### config.mk
export PLATFORM = sky130hd
export DESIGN_NAME = apb_cmd_master
export DESIGN_NICKNAME = d
export VERILOG_FILES = /design/src/rtl/apb_cmd_master.sv
export SDC_FILE = /design/constraint.sdc
export NUM_CORES = 1
export LEC_CHECK = 0
export CAP_MARGIN = 20
export CELL_PAD_IN_SITES_DETAIL_PLACEMENT = 1
export CELL_PAD_IN_SITES_GLOBAL_PLACEMENT = 1
export CORE_MARGIN = 8
export CORE_UTILIZATION = 32
export DETAILED_ROUTE_END_ITERATION = 6
export PLACE_DENSITY_LB_ADDON = 0.1
export SYNTH_ARGS = -nofsm -noshare
export SYNTH_HDL_FRONTEND = slang
export SYNTH_SLANG_ARGS = --single-unit
### constraint.sdc
create_clock -name clk -period 2.5 [get_ports clk]
set_input_delay 0.25 -clock clk [delete_from_list [all_inputs] [get_ports clk]]
set_output_delay 0.25 -clock clk [all_outputs]
set_load 0.02 [all_outputs]
### src/rtl/apb_cmd_master.sv
// ============================================================================
// Module      : apb_cmd_master
// Description : Single-outstanding APB requester that runs one valid/ready
//               command through SETUP/ACCESS and returns a held response.
// Revision    : 1.0 - initial release
// ============================================================================
`default_nettype none

module apb_cmd_master #(
    parameter int ADDR_WIDTH = 32,
    parameter int DATA_WIDTH = 32,
    parameter int TIMEOUT    = 16
) (
    input  logic                    clk,
    input  logic                    rst_n,
    input  logic                    cmd_valid,
    output logic                    cmd_ready,
    input  logic                    cmd_write,
    input  logic [ADDR_WIDTH-1:0]   cmd_addr,
    input  logic [DATA_WIDTH-1:0]   cmd_wdata,
    input  logic [DATA_WIDTH/8-1:0] cmd_strobe,
    output logic                    rsp_valid,
    input  logic                    rsp_ready,
    output logic [DATA_WIDTH-1:0]   rsp_rdata,
    output logic                    rsp_slverr,
    output logic                    rsp_timeout,
    output logic                    sel,
    output logic                    enable,
    output logic [ADDR_WIDTH-1:0]   addr,
    output logic                    write,
    output logic [DATA_WIDTH-1:0]   wdata,
    output logic [DATA_WIDTH/8-1:0] strobe,
    input  logic                    ready,
    input  logic                    slverr,
    input  logic [DATA_WIDTH-1:0]   rdata
);

    localparam int c_strb_w = DATA_WIDTH / 8;
    localparam int c_cnt_w  = (TIMEOUT > 0) ? $clog2(TIMEOUT + 1) : 1;

    localparam logic [1:0] c_st_idle   = 2'd0;
    localparam logic [1:0] c_st_setup  = 2'd1;
    localparam logic [1:0] c_st_access = 2'd2;
    localparam logic [1:0] c_st_resp   = 2'd3;

    logic [1:0]            r_state;
    logic                  r_sel;
    logic                  r_enable;
    logic [ADDR_WIDTH-1:0] r_addr;
    logic                  r_write;
    logic [DATA_WIDTH-1:0] r_wdata;
    logic [c_strb_w-1:0]   r_strobe;
    logic                  r_rsp_valid;
    logic [DATA_WIDTH-1:0] r_rsp_rdata;
    logic                  r_rsp_slverr;
    logic                  r_rsp_timeout;
    logic [c_cnt_w-1:0]    r_cnt;

    logic w_cmd_ready;
    logic w_accept;
    logic w_timeout_hit;

    // A response being consumed frees the slot in the same cycle, so a new
    // command can be taken without passing through IDLE.
    assign w_cmd_ready = (r_state == c_st_idle) ||
                         ((r_state == c_st_resp) && rsp_ready);
    assign w_accept    = cmd_valid && w_cmd_ready;

    generate
        if (TIMEOUT > 0) begin : g_timeout
            assign w_timeout_hit = (r_cnt == c_cnt_w'(TIMEOUT - 1));
        end else begin : g_no_timeout
            assign w_timeout_hit = 1'b0;
        end
    endgenerate

    always_ff @(posedge clk or negedge rst_n) begin
        if (!rst_n) begin
            r_state       <= c_st_idle;
            r_sel         <= 1'b0;
            r_enable      <= 1'b0;
            r_addr        <= '0;
            r_write       <= 1'b0;
            r_wdata       <= '0;
            r_strobe      <= '0;
            r_rsp_valid   <= 1'b0;
            r_rsp_rdata   <= '0;
            r_rsp_slverr  <= 1'b0;
            r_rsp_timeout <= 1'b0;
            r_cnt         <= '0;
        end else begin
            case (r_state)
                c_st_idle, c_st_resp: begin
                    if ((r_state == c_st_resp) && rsp_ready) begin
                        r_rsp_valid <= 1'b0;
                        r_state     <= c_st_idle;
                    end
                    if (w_accept) begin
                        r_addr   <= cmd_addr;
                        r_write  <= cmd_write;
                        r_wdata  <= cmd_wdata;
                        r_strobe <= cmd_write ? cmd_strobe : '0;
                        r_sel    <= 1'b1;
                        r_enable <= 1'b0;
                        r_state  <= c_st_setup;
                    end
                end
                c_st_setup: begin
                    r_enable <= 1'b1;
                    r_cnt    <= '0;
                    r_state  <= c_st_access;
                end
                c_st_access: begin
                    if (ready) begin
                        r_rsp_slverr  <= slverr;
                        r_rsp_rdata   <= (!r_write && !slverr) ? rdata : '0;
                        r_rsp_timeout <= 1'b0;
                        r_rsp_valid   <= 1'b1;
                        r_sel         <= 1'b0;
                        r_enable      <= 1'b0;
                        r_state       <= c_st_resp;
                    end else if (w_timeout_hit) begin
                        r_rsp_slverr  <= 1'b1;
                        r_rsp_rdata   <= '0;
                        r_rsp_timeout <= 1'b1;
                        r_rsp_valid   <= 1'b1;
                        r_sel         <= 1'b0;
                        r_enable      <= 1'b0;
                        r_state       <= c_st_resp;
                    end else if (r_cnt != '1) begin
                        r_cnt <= r_cnt + c_cnt_w'(1);
                    end
                end
                default: r_state <= c_st_idle;
            endcase
        end
    end

    assign cmd_ready   = w_cmd_ready;
    assign rsp_valid   = r_rsp_valid;
    assign rsp_rdata   = r_rsp_rdata;
    assign rsp_slverr  = r_rsp_slverr;
    assign rsp_timeout = r_rsp_timeout;
    assign sel         = r_sel;
    assign enable      = r_enable;
    assign addr        = r_addr;
    assign write       = r_write;
    assign wdata       = r_wdata;
    assign strobe      = r_strobe;

endmodule

`default_nettype wire

==> qor.yml, run 1 <==
clock_network:
  cts_buffers: 17
  h-tree-depth: 4
  clock_latency_ps: 400
  cts_tree: "done"
  cts-root-buf: "clkbuf_16"
  cts_resized: 0
  cts.path.max_buffers: 2
  path_clk_slew_ps: 50
  cts_sinks: 113
sta:
  relSlewSlack_pct: 54.8
  fmaxAchievable_ghz: 0.459
  finalHoldViolations: 0
  slew_viol_final: 0
  worstMarginPinSlew_ps: 678
  tns_ps: 0
  whs_ps: 406
  rsz0062_at_grt: "false"
  finClkSkew_ps: 7.40
  final-setup-viol-count: 0
  fin_crit_sh_pct: 87.2
  min_period_ps: 2180
floorplan:
  coreArea_mm2: 0.0138
  rows: 43
  die_h_um: 134
  start_util_pct: 32.6
  pin_count: 214
  fp.dieArea_mm2: 0.0181
  die_w_um: 134
critical_path:
  cp.required_ps: 2780
  endpoint_kind: "flop"
  r2r_start: "r_cnt[0]"
  r2r_end: "r_state[0]"
  cp_max_fo: 6
  rr_worst_depth: 6
  crit_arrival_ps: 2460
  worst_setup_path_start_kind: "flop"
  ff2ff_setup_slack_ps: 320
  path_class: "reg2reg"
pwr:
  p_per_area_mw_per_mm2: 1350
  vdd_drop_max_uv: 499
  leakage_nw: 3.14
logic_synthesis:
  synth_top_cell_by_area: "dfrtp_1"
  syn_nets: 413
  synthTopCellsByArea: "dfrtp_1 63%, mux2_2 17%, a22o_1 6.2%, buf_8 2.0%, ha_1 2.0%"
  syn_inst: 299
  avgSynthCellArea_um2: 15.0
  yosysUniqueCellTypes: 35
  yosysWarnings: 0
  synth_top_area_share_pct: 63.0
  yosysSeqAreaShare_pct: 63.0
  syn_area_mm2: 0.00449
  synth_seq_cells: 113
routing:
  finalWirelength_mm: 13.8
  vias_per_cell: 4.68
  dr.pass1.iters: 4
  ant_nets: 0
  drc_errors: 0
  num_vias: 3322
  drt-wirelength-per-cell_um: 19.5
  drt_first_iter_violations: 83
global_route:
  use_met1_pct: 17.7
  grt_pass1_wl_mm: 21.9
  busiest_layer: "met2"
  grt_use_met3_pct: 4.79
  grt_use_met2_pct: 27.3
  antenna_found_initial: 0
  grt_max_degree: 65
  grt_pass1_vias: 3688
  globalRouteOverflowTotal: 0
  track_usage_pct: 15.8
cells_and_area:
  nFillCells: 1415
  nets: 638
  drive_above_1_share_pct: 20.2
  multiInputGateArea_mm2: 0.00151
  final-seq-area_mm2: 0.00283
  num_antenna_cells: 0
  synthToLayoutAreaGrowth_pct: 63.0
  final_core_util_pct: 53.1
outcome:
  status: "complete, no violations"
hold_path:
  hold_depth: 3
  min_to: "strobe[3]"
  hold_class: "in2reg"
  hold_start: "cmd_strobe[3]"
run:
  max_cap_viol_count: 0
placement:
  io_buffers: 213
  gp_congestion: 0.744
  place_hpwl_mm: 10.5
==> layout by cell type, fill, tap and decap left out, drive strengths merged, types with 3 or more instances in the layout <==
master	instances
a21oi	5
mux2	67
o31ai	5
nor2	6
o21ai	8
inv	5
clkbuf	24
nand2	12
dfrtp	113
clkdlybuf4s50	212
nand3	3
ha	7
a22o	32
buf	10
==> repair_timing <==
action | in CTS | in global routing
buffers inserted | 0 | 2
endpoints found under the hold margin | 47 | 0
hold buffers | 1 | 0
endpoints found under the setup margin | 0 | 1
==> worst max-delay path: stages, from the launching register on <==
cell and delay, ps:
dfrtp_1 410, ha_1 220, and3_1 220, ha_1 260
nor2_1 280, mux2_2 380, a221o_1 290
==> layer usage <==
metal	share of wire, %	vias to the layer above	wire [µm]
met3	6.0	16	832
met1	39	1668	5410
met4	1.5	0	208
li1	-	1528	-
met2	53	110	7390
met5	0	-	0
==> report_power, final <==
| group | internal [mW] | switching [mW] |
|---|---|---|
| combinational | 2.40 | 2.20 |
| sequential | 2.70 | 0.460 |
| clock | 1.35 | 0.755 |
| total | 6.46 | 3.41 |
==> registers in the layout, indices dropped and copies added, names as in the netlist <==
name and flops:
rsp_timeout 1, strobe 4, rsp_slverr 1, enable 1, sel 1, r_cnt 5, r_state 2, write 1
rsp_valid 1, rsp_rdata 32, addr 32, wdata 32
==> worst max path at each step <==
stage,startpoint,end,cells after the start
floorplan,r_cnt[0],r_cnt[0],6
global placement,r_cnt[0],r_state[0],6
detailed placement,r_cnt[0],r_state[0],6
CTS,r_state[0],cmd_ready,5
global route,r_cnt[0],r_state[0],6
finish,r_cnt[0],r_state[0],6
==> final cells by class <==
cell class | instances | area share (%)
timing repair buffer | 223 | 30.5
clock inverter | 1 | 0.0684
multi-input combinational | 164 | 20.6
sequential | 113 | 38.6
inverter | 5 | 0.256
clock buffer | 24 | 6.86
tap | 180 | 3.08
==> cells in the mapped netlist <==
master	instances
dfrtp_1	113
mux2_2	67
a22o_1	32
nand2_1	12
ha_1	7
o21ai_0	7
buf_8	6
clkbuf_1	6
inv_1	5
nor2_1	5
o31ai_1	5
a21oi_1	4
buf_4	3
nand3_1	3
buf_2	2
mux2i_1	2
nor3b_1	2
a211oi_1	1
a21oi_4	1
a221o_1	1
a22oi_1	1
and3_1	1
nand2b_1	1
nand2b_4	1
nand4_1	1
nor2_8	1
nor3_1	1
nor3_2	1
nor4b_1	1
o21a_1	1
o21ai_1	1
o21ba_2	1
o22a_1	1
o2bb2ai_1	1
or4b_2	1
==> cells by family (layout without fill, tap and decap cells) <==
| kind of cell | Yosys count | after routing | share of synthesized area [%] |
|---|---|---|---|
| mux | 69 | 69 | 17.3 |
| fa+ha+maj | 7 | 7 | 1.95 |
| flops | 113 | 113 | 63.0 |
| compound gates | 57 | 57 | 10.1 |
| simple gates | 31 | 31 | 4.01 |
| buf+inv | 22 | 253 | 3.65 |
==> per-stage QoR <==
step                      power (mW)  area (µm²)  worst slack [ps]  instances
after floorplan                 5.56        4490               517        299
after global placement          7.75        6790               395        682
after detailed placement        7.85        6790               324        682
after CTS                       10.0        7300               103        708
after global routing            10.4        7320               167        710
final                           9.87        7320               320        710
Note: power is estimated with default switching activity, not from simulation.
==> run 2, diff against run 1 <==
GPL_TIMING_DRIVEN = 0   (was unset)
==> run 2 against run 1 <==
- worst hold slack got worse by 110 ps
- sequential share of layout area decreased by 0.88 points
- global-route usage rose by 0.45 points
- critical path type unchanged
- clock power grew 12%
- flip-flop and latch count did not move
- utilization rose by 1.2 points
- highest routed layer unchanged
- final cell count rose by 2.4%
==> qor.yml, run 2 (same netlist as run 1, synthesis figures left out) <==
outcome:
  status: "complete, no violations"
critical_path:
  path_buf_inv: 1  # +1
  ff2ff_setup_slack_ps: 180  # -140 ps
  slowest_stage: "clkbuf_1"
  path_class: "reg2reg"
  cp.required_ps: 2830  # +50 ps
  cp_max_fo: 10  # +4
  cpPeakStageDelay_ps: 500  # +90 ps
  crit_chain: "ha_1, and3_1, ha_1, o21ai_1, clkbuf_1, a22o_1"
  worst_setup_path_start_kind: "flop"
  endpoint_kind: "flop"
  crit_top_cell: "ha_1"
  crit_arrival_ps: 2650  # +190 ps
  path_delay_family: "compound AO/OA/AOI/OAI gates"
sta:
  whs_ps: 300  # -106 ps
  min_period_ps: 2320  # +138 ps
  finClkSkew_ps: 5.71  # -1.69 ps
  final-setup-viol-count: 0  # unchanged
  relSlewSlack_pct: 62.6  # +7.8 points
  rsz0062_at_grt: "false"
  worstMarginPinSlew_ps: 562  # -117 ps
  finalHoldViolations: 0  # unchanged
  fmaxAchievable_ghz: 0.432  # -5.9%
  tns_ps: 0  # unchanged
  fin_crit_sh_pct: 92.7  # +5.5 points
  worst_slack_ps: 183  # -138 ps
  slew_viol_final: 0  # unchanged
routing:
  highest_layer: "met4"
  dr.pass1.iters: 4  # unchanged
  ant_nets: 0  # unchanged
  drt-wirelength-per-cell_um: 19.3  # -1.2%
  drt-met1-wl_mm: 5.53  # +2.2%
  met2WireLength_mm: 7.43  # +0.56%
  vias_per_cell: 4.66  # -0.43%
  drt_first_iter_violations: 94  # +13%
  route.met3.wl_um: 789  # -5.2%
  finalWirelength_mm: 14.0  # +1.2%
  drc_errors: 0  # unchanged
  num_vias: 3387  # +2.0%
placement:
  io_buffers: 213  # unchanged
  dpl.cell_count: 693  # +1.6%
  place_hpwl_mm: 10.9  # +3.8%
  post-place-ws_ps: 169  # -155 ps
  placed_area_mm2: 0.00687  # +1.3%
  gp_congestion: 0.727  # -2.3%
clock_network:
  cts_tree: "done"
  h-tree-depth: 4  # unchanged
  clock_latency_ps: 400  # about the same
  cts.path.max_buffers: 2  # unchanged
  path_clk_slew_ps: 50  # about the same
  cts_buffers: 17  # unchanged
  cts_resized: 0  # unchanged
  cts-root-buf: "clkbuf_16"
  cts_sinks: 113  # unchanged
global_route:
  grt_pass1_vias: 3760  # +2.0%
  antenna_found_initial: 0  # unchanged
  grt_max_degree: 84  # +29%
  grt_pass1_wl_mm: 22.5  # +2.9%
  globalRouteOverflowTotal: 0  # unchanged
  track_usage_pct: 16.3  # +0.45 points
cells_and_area:
  mostFrequentLayoutCells: "212 x clkdlybuf4s50_1, 113 x dfrtp_1, 67 x mux2_2"
  final_core_util_pct: 54.4  # +1.2 points
  num_antenna_cells: 0  # unchanged
  synthToLayoutAreaGrowth_pct: 66.8
  final_cells: 727  # +2.4%
  drive_above_1_share_pct: 21.2  # +1.0 points
  layout_commonest_cell: "clkdlybuf4s50_1"
  finalInstanceArea_mm2: 0.00749  # +2.3%
  nets: 649  # +1.7%
floorplan:
  fp.dieArea_mm2: 0.0181  # unchanged
  die_h_um: 134  # unchanged
  pin_count: 214  # unchanged
  die_w_um: 134  # unchanged
  rows: 43  # unchanged
  start_util_pct: 32.6  # unchanged
  coreArea_mm2: 0.0138  # unchanged
pwr:
  total_power_mw: 10.2  # +3.5%
  vdd_drop_max_uv: 569  # +14%
  p_per_area_mw_per_mm2: 1360  # +1.1%
  leakage_nw: 3.23  # +2.8%
hold_path:
  hold_class: "in2async"
run:
  max_cap_viol_count: 0  # unchanged
## run 2: final timing paths
path / to / from / depth (start not counted)
max reg2reg: rsp_rdata[11] / r_cnt[0] / 6
min reg2reg: r_cnt[3] / r_cnt[3] / 1
max: rsp_rdata[11] / r_cnt[0] / 6
min: addr[15] / rst_n / 2
max in group asynchronous: rsp_rdata[25] / rst_n / 3
min in group clk: strobe[3] / cmd_strobe[3] / 3
## run 2: layout make-up
type                    count  area, µm²
plain buffers              16        141
clock buffers              26        509
clock inverters             5       75.1
fillers                  1432       6290
inverters                   5       18.8
multi-input cells         164       1500
flip-flops and latches    113       2830
well taps                 180        225
repair buffers            218       2190
## run 2: report_power, final
| part | total [mW] | switching [mW] | internal [mW] |
|---|---|---|---|
| clock network | 2.36 | 0.768 | 1.59 |
| logic | 4.69 | 2.23 | 2.47 |
| registers | 3.17 | 0.465 | 2.70 |
## run 2: repair_timing
item | 4_1_cts | 5_1_grt
hold buffers | 1 | 0
endpoints found under the setup margin | 1 | 1
endpoints found under the hold margin | 30 | 0
buffers inserted | 0 | 3
## run 2: layer usage
| metal | vias up | track usage, % |
|---|---|---|
| met4 | 0 | 6.80 |
| li1 | 1560 | - |
| met3 | 18 | 4.79 |
| met2 | 113 | 27.6 |
| met1 | 1696 | 18.7 |
| met5 | - | 0 |
